$ cat src/rtl/harvard_bus_bridge.sv
// harvard_bus_bridge
// Serialises each cycle of the Harvard MIPS core onto one shared Avalon-style
// bus with waitrequest: instruction fetch, optional data access, then a
// one-cycle commit that pulses clk_enable so the core advances.
// Build option: define HARVARD_BUS_BRIDGE_TIMEOUT_EN to add a per-transfer
// waitrequest watchdog that parks the bridge in a sticky ERROR state.
`timescale 1ns/1ps
module harvard_bus_bridge #(
    parameter int WAIT_TIMEOUT = 255
) (
    input  logic        clk,
    input  logic        reset,
    input  logic        active,
    output logic        clk_enable,
    input  logic [31:0] instr_address,
    output logic [31:0] instr_readdata,
    input  logic [31:0] data_address,
    input  logic        data_read,
    input  logic        data_write,
    input  logic [31:0] data_writedata,
    output logic [31:0] data_readdata,
    output logic [31:0] address,
    output logic        read,
    output logic        write,
    output logic [3:0]  byteenable,
    output logic [31:0] writedata,
    input  logic        waitrequest,
    input  logic [31:0] readdata,
    output logic        bus_error
);

    // Stall count at which a still-stalled transfer is abandoned.
    localparam logic [15:0] WAIT_LAST = 16'(WAIT_TIMEOUT - 1);

`ifdef HARVARD_BUS_BRIDGE_TIMEOUT_EN
    typedef enum logic [2:0] {S_IDLE, S_FETCH, S_EXEC, S_COMMIT, S_ERROR} state_t;
`else
    typedef enum logic [1:0] {S_IDLE, S_FETCH, S_EXEC, S_COMMIT} state_t;
`endif

    state_t      state_reg, state_next;
    logic [31:0] instr_reg, instr_next;
    logic [31:0] data_reg, data_next;

    // Combinational bus request, shared by the lane generators below.
    logic        bus_rd;
    logic        bus_wr;
    logic [31:0] bus_addr;

`ifdef HARVARD_BUS_BRIDGE_TIMEOUT_EN
    logic [15:0] wait_cnt_reg, wait_cnt_next;
`endif

    // State, latched words and watchdog counter; async reset abandons any transfer.
    always_ff @(posedge clk or negedge reset) begin
        if (!reset) begin
            state_reg    <= S_IDLE;
            instr_reg    <= '0;
            data_reg     <= '0;
`ifdef HARVARD_BUS_BRIDGE_TIMEOUT_EN
            wait_cnt_reg <= '0;
`endif
        end else begin
            state_reg    <= state_next;
            instr_reg    <= instr_next;
            data_reg     <= data_next;
`ifdef HARVARD_BUS_BRIDGE_TIMEOUT_EN
            wait_cnt_reg <= wait_cnt_next;
`endif
        end
    end

    // Sequencer: next state, bus request and latch enables from state and core inputs.
    always_comb begin
        state_next = state_reg;
        instr_next = instr_reg;
        data_next  = data_reg;
        bus_rd     = 1'b0;
        bus_wr     = 1'b0;
        bus_addr   = 32'h0;
        clk_enable = 1'b0;
`ifdef HARVARD_BUS_BRIDGE_TIMEOUT_EN
        wait_cnt_next = 16'h0;
`endif
        case (state_reg)
            S_IDLE: begin
                if (active) begin
                    state_next = S_FETCH;
                end
            end
            S_FETCH: begin
                bus_rd   = 1'b1;
                bus_addr = {instr_address[31:2], 2'b00};
                if (!waitrequest) begin
                    instr_next = readdata;
                    state_next = S_EXEC;
                end
            end
            S_EXEC: begin
                // A store takes priority when the core raises both requests.
                if (data_write) begin
                    bus_wr   = 1'b1;
                    bus_addr = {data_address[31:2], 2'b00};
                    if (!waitrequest) begin
                        state_next = S_COMMIT;
                    end
                end else if (data_read) begin
                    bus_rd   = 1'b1;
                    bus_addr = {data_address[31:2], 2'b00};
                    if (!waitrequest) begin
                        data_next  = readdata;
                        state_next = S_COMMIT;
                    end
                end else begin
                    state_next = S_COMMIT;
                end
            end
            S_COMMIT: begin
                clk_enable = 1'b1;
                state_next = active ? S_FETCH : S_IDLE;
            end
            default: begin
                // ERROR (watchdog builds): no request, only reset leaves.
            end
        endcase
`ifdef HARVARD_BUS_BRIDGE_TIMEOUT_EN
        // Count consecutive stalled edges of the current transfer; completion
        // or any non-transfer cycle clears the count for the next transfer.
        if ((bus_rd || bus_wr) && waitrequest) begin
            if (wait_cnt_reg >= WAIT_LAST) begin
                state_next = S_ERROR;
            end else begin
                wait_cnt_next = wait_cnt_reg + 16'd1;
            end
        end
`endif
    end

    // Byte lanes: all four enabled for any request, write data only on stores.
    genvar gi;
    generate
        for (gi = 0; gi < 4; gi = gi + 1) begin : g_lane
            assign byteenable[gi]      = bus_rd | bus_wr;
            assign writedata[8*gi +: 8] = bus_wr ? data_writedata[8*gi +: 8] : 8'h00;
        end
    endgenerate

    assign read           = bus_rd;
    assign write          = bus_wr;
    assign address        = bus_addr;
    assign instr_readdata = instr_reg;
    assign data_readdata  = data_reg;

    // Word alignment drops the low address bits; collected here so they read as intentionally unused.
    logic unused_bits;
`ifdef HARVARD_BUS_BRIDGE_TIMEOUT_EN
    assign bus_error   = (state_reg == S_ERROR);
    assign unused_bits = ^{instr_address[1:0], data_address[1:0]};
`else
    assign bus_error   = 1'b0;
    assign unused_bits = ^{instr_address[1:0], data_address[1:0], WAIT_LAST};
`endif

endmodule

$ cat config.mk
export PLATFORM = sky130hd
export DESIGN_NAME = harvard_bus_bridge
export DESIGN_NICKNAME = d
export VERILOG_FILES = /design/src/rtl/harvard_bus_bridge.sv
export SDC_FILE = /design/constraint.sdc
export NUM_CORES = 1
export LEC_CHECK = 0
export BUFFER_PORTS_ARGS = -buffer_cell sky130_fd_sc_hd__buf_2
export CAP_MARGIN = 25
export CORE_AREA = 2 2 105 107
export CTS_BUF_LIST = sky130_fd_sc_hd__clkbuf_16
export DETAILED_ROUTE_END_ITERATION = 8
export DIE_AREA = 0 0 107 109
export GPL_TIMING_DRIVEN = 1
export PLACE_DENSITY = 0.69
export SLEW_MARGIN = 20
export SYNTH_ARGS = -nofsm -noshare
export SYNTH_HDL_FRONTEND = slang
export SYNTH_SLANG_ARGS = --single-unit
$ cat constraint.sdc
create_clock -name clk -period 2.55 [get_ports clk]
set_input_delay 0.1275 -clock clk [delete_from_list [all_inputs] [get_ports clk]]
set_output_delay 0.1275 -clock clk [all_outputs]
set_load 0.03 [all_outputs]
==> results.py, run 1 <==
metrics = {
    "outcome": {
        "status": "finished clean",
    },
    "layout": {
        "final_core_util_pct": 48.4,
        "diodes": 0,
        "drive_gt1_share_pct": 65.5,
        "final_nets": 664,
        "postLayoutCellArea_um2": 5140,
        "final_common_cell": "buf_2",
        "syn_to_final_growth_pct": 48.0,
        "layout_common_cells": "262 x buf_2, 66 x dfrtp_1, 33 x mux2_2, 31 x a22oi_1",
    },
    "floorplanning": {
        "ioPinCount": 270,
        "die_w_um": 107,
        "die-area_um2": 11700,
        "rows": 38,
        "design.core.area_um2": 10600,
        "die_h_um": 109,
        "start_util_pct": 32.7,
    },
    "drt": {
        "routed_wirelength_mm": 9.62,
        "drtIter0Drc": 120,
        "met1_length_mm": 4.02,
        "via_per_inst": 4.69,
        "dr.pass1.iters": 4,
        "routed.top_layer": "met4",
        "routed-wl-met3_um": 766,
        "vias": 3142,
        "wl_per_cell_um": 14.4,
        "wl_met2_mm": 4.64,
        "drc": 0,
        "postRouteAntennaNets": 0,
    },
    "synthesis": {
        "synth_area_um2": 3470,
        "synth_cell_types": 26,
        "synthTopCellsByArea": "dfrtp_1 48%, mux2_4 13%, mux2_2 11%, a22oi_1 6.7%, and3_1 5.4%",
        "ys_ff_latch": 66,
        "syn_inst": 274,
        "ys.warnings.count": 0,
        "yosys.area.top_type_share_pct": 47.6,
        "yosysSeqAreaShare_pct": 47.6,
        "synth.avg_cell_area_um2": 12.7,
        "yosysTopAreaCell": "dfrtp_1",
    },
    "sta": {
        "rsz0062_at_grt": "false",
        "fin_setup_tns_ns": 0,
        "timing.fmax_mhz": 429,
        "report.final.hold_viol_count": 0,
        "maxSlewViolCount": 0,
        "finalSetupViolCount": 0,
        "fin_crit_ns": 2.33,
        "fin_crit_sh_pct": 91.3,
        "max_slew.worst_pin.slew_ns": 0.741,
        "fin_skew_ns": 0.00366,
        "max_slew_margin_pct": 50.6,
    },
    "setup_path": {
        "cp_top_family": "adder cells",
        "cp_slowest_cell": "ha_1",
        "worst_setup_path_end_kind": "output port",
        "cp_max_fo": 32,
        "cp_data_required_time_ns": 2.42,
        "crit_buf_inv": 2,
        "critical-path-max-stage-delay_ns": 0.60,
        "crit_type": "register to output port",
        "crit_path_start_kind": "register",
        "cp.arrival_ns": 2.20,
        "crit_path_cell_trace": "inv_1 > ha_1 > o21a_1 > or2_2 > buf_2",
    },
    "clock_tree": {
        "cts_buffers": 9,
        "clock_latency_ns": 0.33,
        "cts_tree": "built",
        "htree_levels": 3,
        "clk_pin_slew_worst_paths_ns": 0.05,
        "cts_resized": 0,
        "cts.sinks": 66,
        "clk_path_buf_depth": 2,
        "cts-root-buf": "clkbuf_16",
    },
    "power": {
        "power_mw": 7.70,
        "ir_worst_vdd_mv": 0.718,
        "power_density_nw_per_um2": 1500,
        "leakage_nw": 2.85,
    },
    "global_routing": {
        "grt_pass1_wl_mm": 14.9,
        "grt_pass1_vias": 3083,
        "track_usage_pct": 16.3,
        "grt_max_degree": 46,
        "antenna_found_initial": 0,
        "overflow": 0,
    },
    "hold_path": {
        "min_path_type": "primary input to register",
    },
    "run": {
        "timing.max_cap.violations": 0,
    },
    "placement": {
        "place_congestion": 0.836,
        "post-dp-hpwl_mm": 7.37,
        "place_area_um2": 4830,
        "portBuffers": 262,
    },
}
==> cell type report <==
class	count	area [µm²]
fill	993	5470
sequential	66	1650
multi-input combinational	177	1620
timing repair buffer	269	1380
clock buffer	9	225
tap	140	175
clock inverter	6	75.1
inverter	3	11.3
==> final timing paths <==
path | from | end | slack, ns | cells after the start
worst max-delay path | state_reg[0]$_DFFE_PN0P_ | byteenable[1] | 0.22 | 5
worst min-delay path | readdata[7] | instr_readdata[7]$_DFFE_PN0P_ | 0.03 | 2
worst max register to register | state_reg[0]$_DFFE_PN0P_ | data_readdata[0]$_DFFE_PN0P_ | 0.72 | 6
worst min register to register | instr_readdata[11]$_DFFE_PN0P_ | instr_readdata[11]$_DFFE_PN0P_ | 0.48 | 1
max in group asynchronous | reset | data_readdata[23]$_DFFE_PN0P_ | 1.31 | 3
min in group asynchronous | reset | instr_readdata[14]$_DFFE_PN0P_ | 0.30 | 2
==> power by group <==
part | leakage (nW) | total (mW) | switching (mW) | internal [mW]
registers | 0.793 | 1.87 | 0.284 | 1.59
clock network | 0.153 | 1.25 | 0.413 | 0.835
logic | 1.91 | 4.58 | 2.91 | 1.67
total | 2.85 | 7.70 | 3.61 | 4.10
==> worst reg2reg max path: stages (launching register included) <==
cell	delay [ns]
dfrtp_1	0.42
inv_1	0.10
ha_1	0.20
and3b_1	0.19
nor2b_4	0.16
buf_12	0.25
mux2_2	0.38
==> through the flow <==
step	setup WS, ns	hold slack [ns]	cells
2_1_floorplan	0.619	-0.168	276
3_3_place_gp	0.621	0.104	654
3_5_place_dp	0.569	0.103	654
4_1_cts	0.205	0.0246	670
5_1_grt	0.0455	0.0332	670
6_report	0.221	0.0320	670
==> kinds of logic after synthesis <==
family / after synthesis / share of synthesized area (%)
flops: 66 / 47.6
other cells: 1 / 0.108
compound gates: 36 / 7.79
simple gates: 69 / 12.8
fa+ha+maj: 4 / 1.44
buf+inv: 33 / 5.95
mux: 65 / 24.3
==> cells in the mapped netlist <==
master	number
a221oi_1	1
a22oi_1	31
a2bb2oi_1	1
and2_2	1
and3_1	30
and3_2	2
and3b_1	1
buf_12	3
buf_2	3
buf_4	6
buf_6	1
clkbuf_1	17
conb_1	1
dfrtp_1	66
ha_1	4
inv_1	3
mux2_1	2
mux2_2	33
mux2_4	30
nand2b_1	2
nor2_1	1
nor2b_1	30
nor2b_4	1
o21a_1	2
o21ai_0	1
or2_2	1
==> metal layers <==
layer  track usage, %  up-vias
met5                0        -
met4             6.68        0
met3             4.78       18
met2             26.8      164
met1             20.0     1484
li1                 -     1476
==> repair_timing <==
item,4_1_cts,5_1_grt
buffers inserted,0,0
hold buffers,1,0
endpoints found under the hold margin,21,0
Note: power is estimated with default switching activity, not from simulation.
==> run 2, diff against run 1 <==
--- a/config.mk
+++ b/config.mk
@@ -5,14 +5,13 @@
 export SDC_FILE = /design/constraint.sdc
 export NUM_CORES = 1
 export LEC_CHECK = 0
-export BUFFER_PORTS_ARGS = -buffer_cell sky130_fd_sc_hd__buf_2
 export CAP_MARGIN = 25
 export CORE_AREA = 2 2 105 107
 export CTS_BUF_LIST = sky130_fd_sc_hd__clkbuf_16
 export DETAILED_ROUTE_END_ITERATION = 8
 export DIE_AREA = 0 0 107 109
+export DONT_BUFFER_PORTS = 1
 export GPL_TIMING_DRIVEN = 1
-export PLACE_DENSITY = 0.69
 export SLEW_MARGIN = 20
 export SYNTH_ARGS = -nofsm -noshare
 export SYNTH_HDL_FRONTEND = slang
==> run 2 against run 1 <==
  * Die area unchanged
  * Clock power down 4%
  * Critical path type unchanged
  * Routed wire length down 0.27%
  * Global-route usage fell by 0.91 points
  * Final cell count fell by 29%
  * Total power shrank 6.2%
  * Clock skew about the same
  * Critical path depth grew 3
  * Critical endpoint is now address[24]
  * Hold slack gained 0.014 ns
  * Via count is 23% lower
==> results.py, run 2 (synthesized netlist as in run 1, its figures left out) <==
metrics = {
    "outcome": {
        "status": "finished clean",
    },
    "sta": {
        "fin_crit_sh_pct": 90.4,
        "report.final.hold_viol_count": 0,
        "timing.fmax_mhz": 434,
        "fin_setup_tns_ns": 0,
        "finalSetupViolCount": 0,
        "maxSlewViolCount": 0,
        "whs_ns": 0.0455,
        "rsz0062_at_grt": "false",
        "fin_skew_ns": 0.00320,
        "fin_crit_ns": 2.31,
    },
    "global_routing": {
        "overflow": 0,
        "grt_max_degree": 67,
        "grt_pass1_wl_mm": 13.7,
        "grt_pass1_vias": 2442,
        "antenna_found_initial": 0,
        "track_usage_pct": 15.4,
    },
    "floorplanning": {
        "die-area_um2": 11700,
        "start_util_pct": 32.7,
        "ioPinCount": 270,
        "design.core.area_um2": 10600,
        "die_w_um": 107,
        "rows": 38,
        "die_h_um": 109,
    },
    "clock_tree": {
        "htree_levels": 3,
        "cts-root-buf": "clkbuf_16",
        "postCtsHoldBufs": 34,
        "clk_path_buf_depth": 2,
        "cts_tree": "built",
        "cts_buffers": 9,
        "clk_pin_slew_worst_paths_ns": 0.05,
        "cts.sinks": 66,
        "cts_resized": 0,
        "clock_latency_ns": 0.32,
        "post_cts_buffers": 0,
    },
    "drt": {
        "met1_length_mm": 3.74,
        "routed.top_layer": "met4",
        "via_per_inst": 5.09,
        "postRouteAntennaNets": 0,
        "routed-wl-met3_um": 892,
        "wl_per_cell_um": 20.2,
        "wl_met2_mm": 4.91,
        "routed_wirelength_mm": 9.59,
        "dr.pass1.iters": 5,
        "vias": 2425,
        "drtIter0Drc": 132,
        "drc": 0,
    },
    "power": {
        "power_density_nw_per_um2": 1630,
        "p_seq_share_pct": 42.0,
        "leakage_nw": 2.03,
        "power_switching_mw": 3.50,
        "clkPwrFrac_pct": 16.6,
        "swShare_pct": 48.5,
        "p_int_mw": 3.72,
        "ir_worst_vdd_mv": 0.746,
        "pwr-share-comb_pct": 41.4,
    },
    "setup_path": {
        "cp_max_fo": 34,
        "r2r_slack_ns": 0.75,
        "cp.arrival_ns": 2.18,
        "crit_path_start_kind": "register",
        "cp_data_required_time_ns": 2.42,
        "worst_setup_path_end_kind": "output port",
        "crit_type": "register to output port",
    },
    "layout": {
        "diodes": 0,
        "layout_common_cells": "66 x dfrtp_1, 38 x buf_4, 33 x mux2_2, 33 x dlygate4sd3_1, 31 x a22oi_1",
        "final_core_util_pct": 41.8,
        "drive_gt1_share_pct": 37.2,
        "final_nets": 469,
        "final_common_cell": "dfrtp_1",
        "syn_to_final_growth_pct": 27.9,
    },
    "placement": {
        "place_congestion": 0.797,
        "post-dp-hpwl_mm": 7.06,
        "portBuffers": 0,
    },
    "run": {
        "timing.max_cap.violations": 0,
    },
    "hold_path": {
        "min_path_type": "primary input to register",
    },
}
-- run 2: final timing paths --
kind	depth (start not counted)	endpoint	startpoint
worst max-delay path	8	address[24]	state_reg[0]$_DFFE_PN0P_
worst min-delay path	2	state_reg[0]$_DFFE_PN0P_	waitrequest
worst max register to register	6	data_readdata[31]$_DFFE_PN0P_	state_reg[0]$_DFFE_PN0P_
worst min register to register	1	state_reg[1]$_DFFE_PN0P_	state_reg[1]$_DFFE_PN0P_
max in group asynchronous	2	instr_readdata[10]$_DFFE_PN0P_	reset
min in group asynchronous	2	data_readdata[29]$_DFFE_PN0P_	reset
-- run 2: through the flow --
step           total power, mW  cell area (µm²)  std cells  setup WS [ns]
2_1_floorplan             5.25             3480        276          0.619
3_3_place_gp              5.89             3780        426          0.657
3_5_place_dp              5.96             3780        426          0.601
4_1_cts                   7.27             4440        476          0.243
5_1_grt                   7.57             4440        476         0.0360
6_report                  7.22             4440        476          0.245
-- run 2: metal layers --
metal | GRT usage (%) | up-vias
li1 | - | 1079
met1 | 17.9 | 1195
met2 | 27.0 | 147
met3 | 5.38 | 4
met4 | 3.90 | 0
met5 | 0 | -
-- run 2: power by group through the flow --
| stage | Sequential [mW] | Combinational, mW | Clock [mW] |
|---|---|---|---|
| 5_1_grt | 3.10 | 3.18 | 1.28 |
| 4_1_cts | 3.03 | 3.00 | 1.24 |
| 2_1_floorplan | 2.91 | 2.33 | 0 |
| 3_5_place_dp | 3.05 | 2.91 | 0 |
| 6_report | 3.03 | 2.99 | 1.20 |
| 3_3_place_gp | 3.03 | 2.86 | 0 |
-- run 2: critical path, cell delays in order (launching register included) --
cell and delay, ns:
dfrtp_1 0.43, inv_1 0.10, ha_1 0.17, buf_4 0.25
o21a_1 0.15, buf_4 0.29, a22oi_1 0.14, nor2b_1 0.14
buf_4 0.17
-- run 2: layout make-up --
cell class | count | area [µm²]
fillers | 959 | 6170
well taps | 140 | 175
multi-input cells | 177 | 1620
repair buffers | 74 | 683
clock inverters | 7 | 68.8
inverters | 3 | 11.3
clock buffers | 9 | 225
flip-flops and latches | 66 | 1650
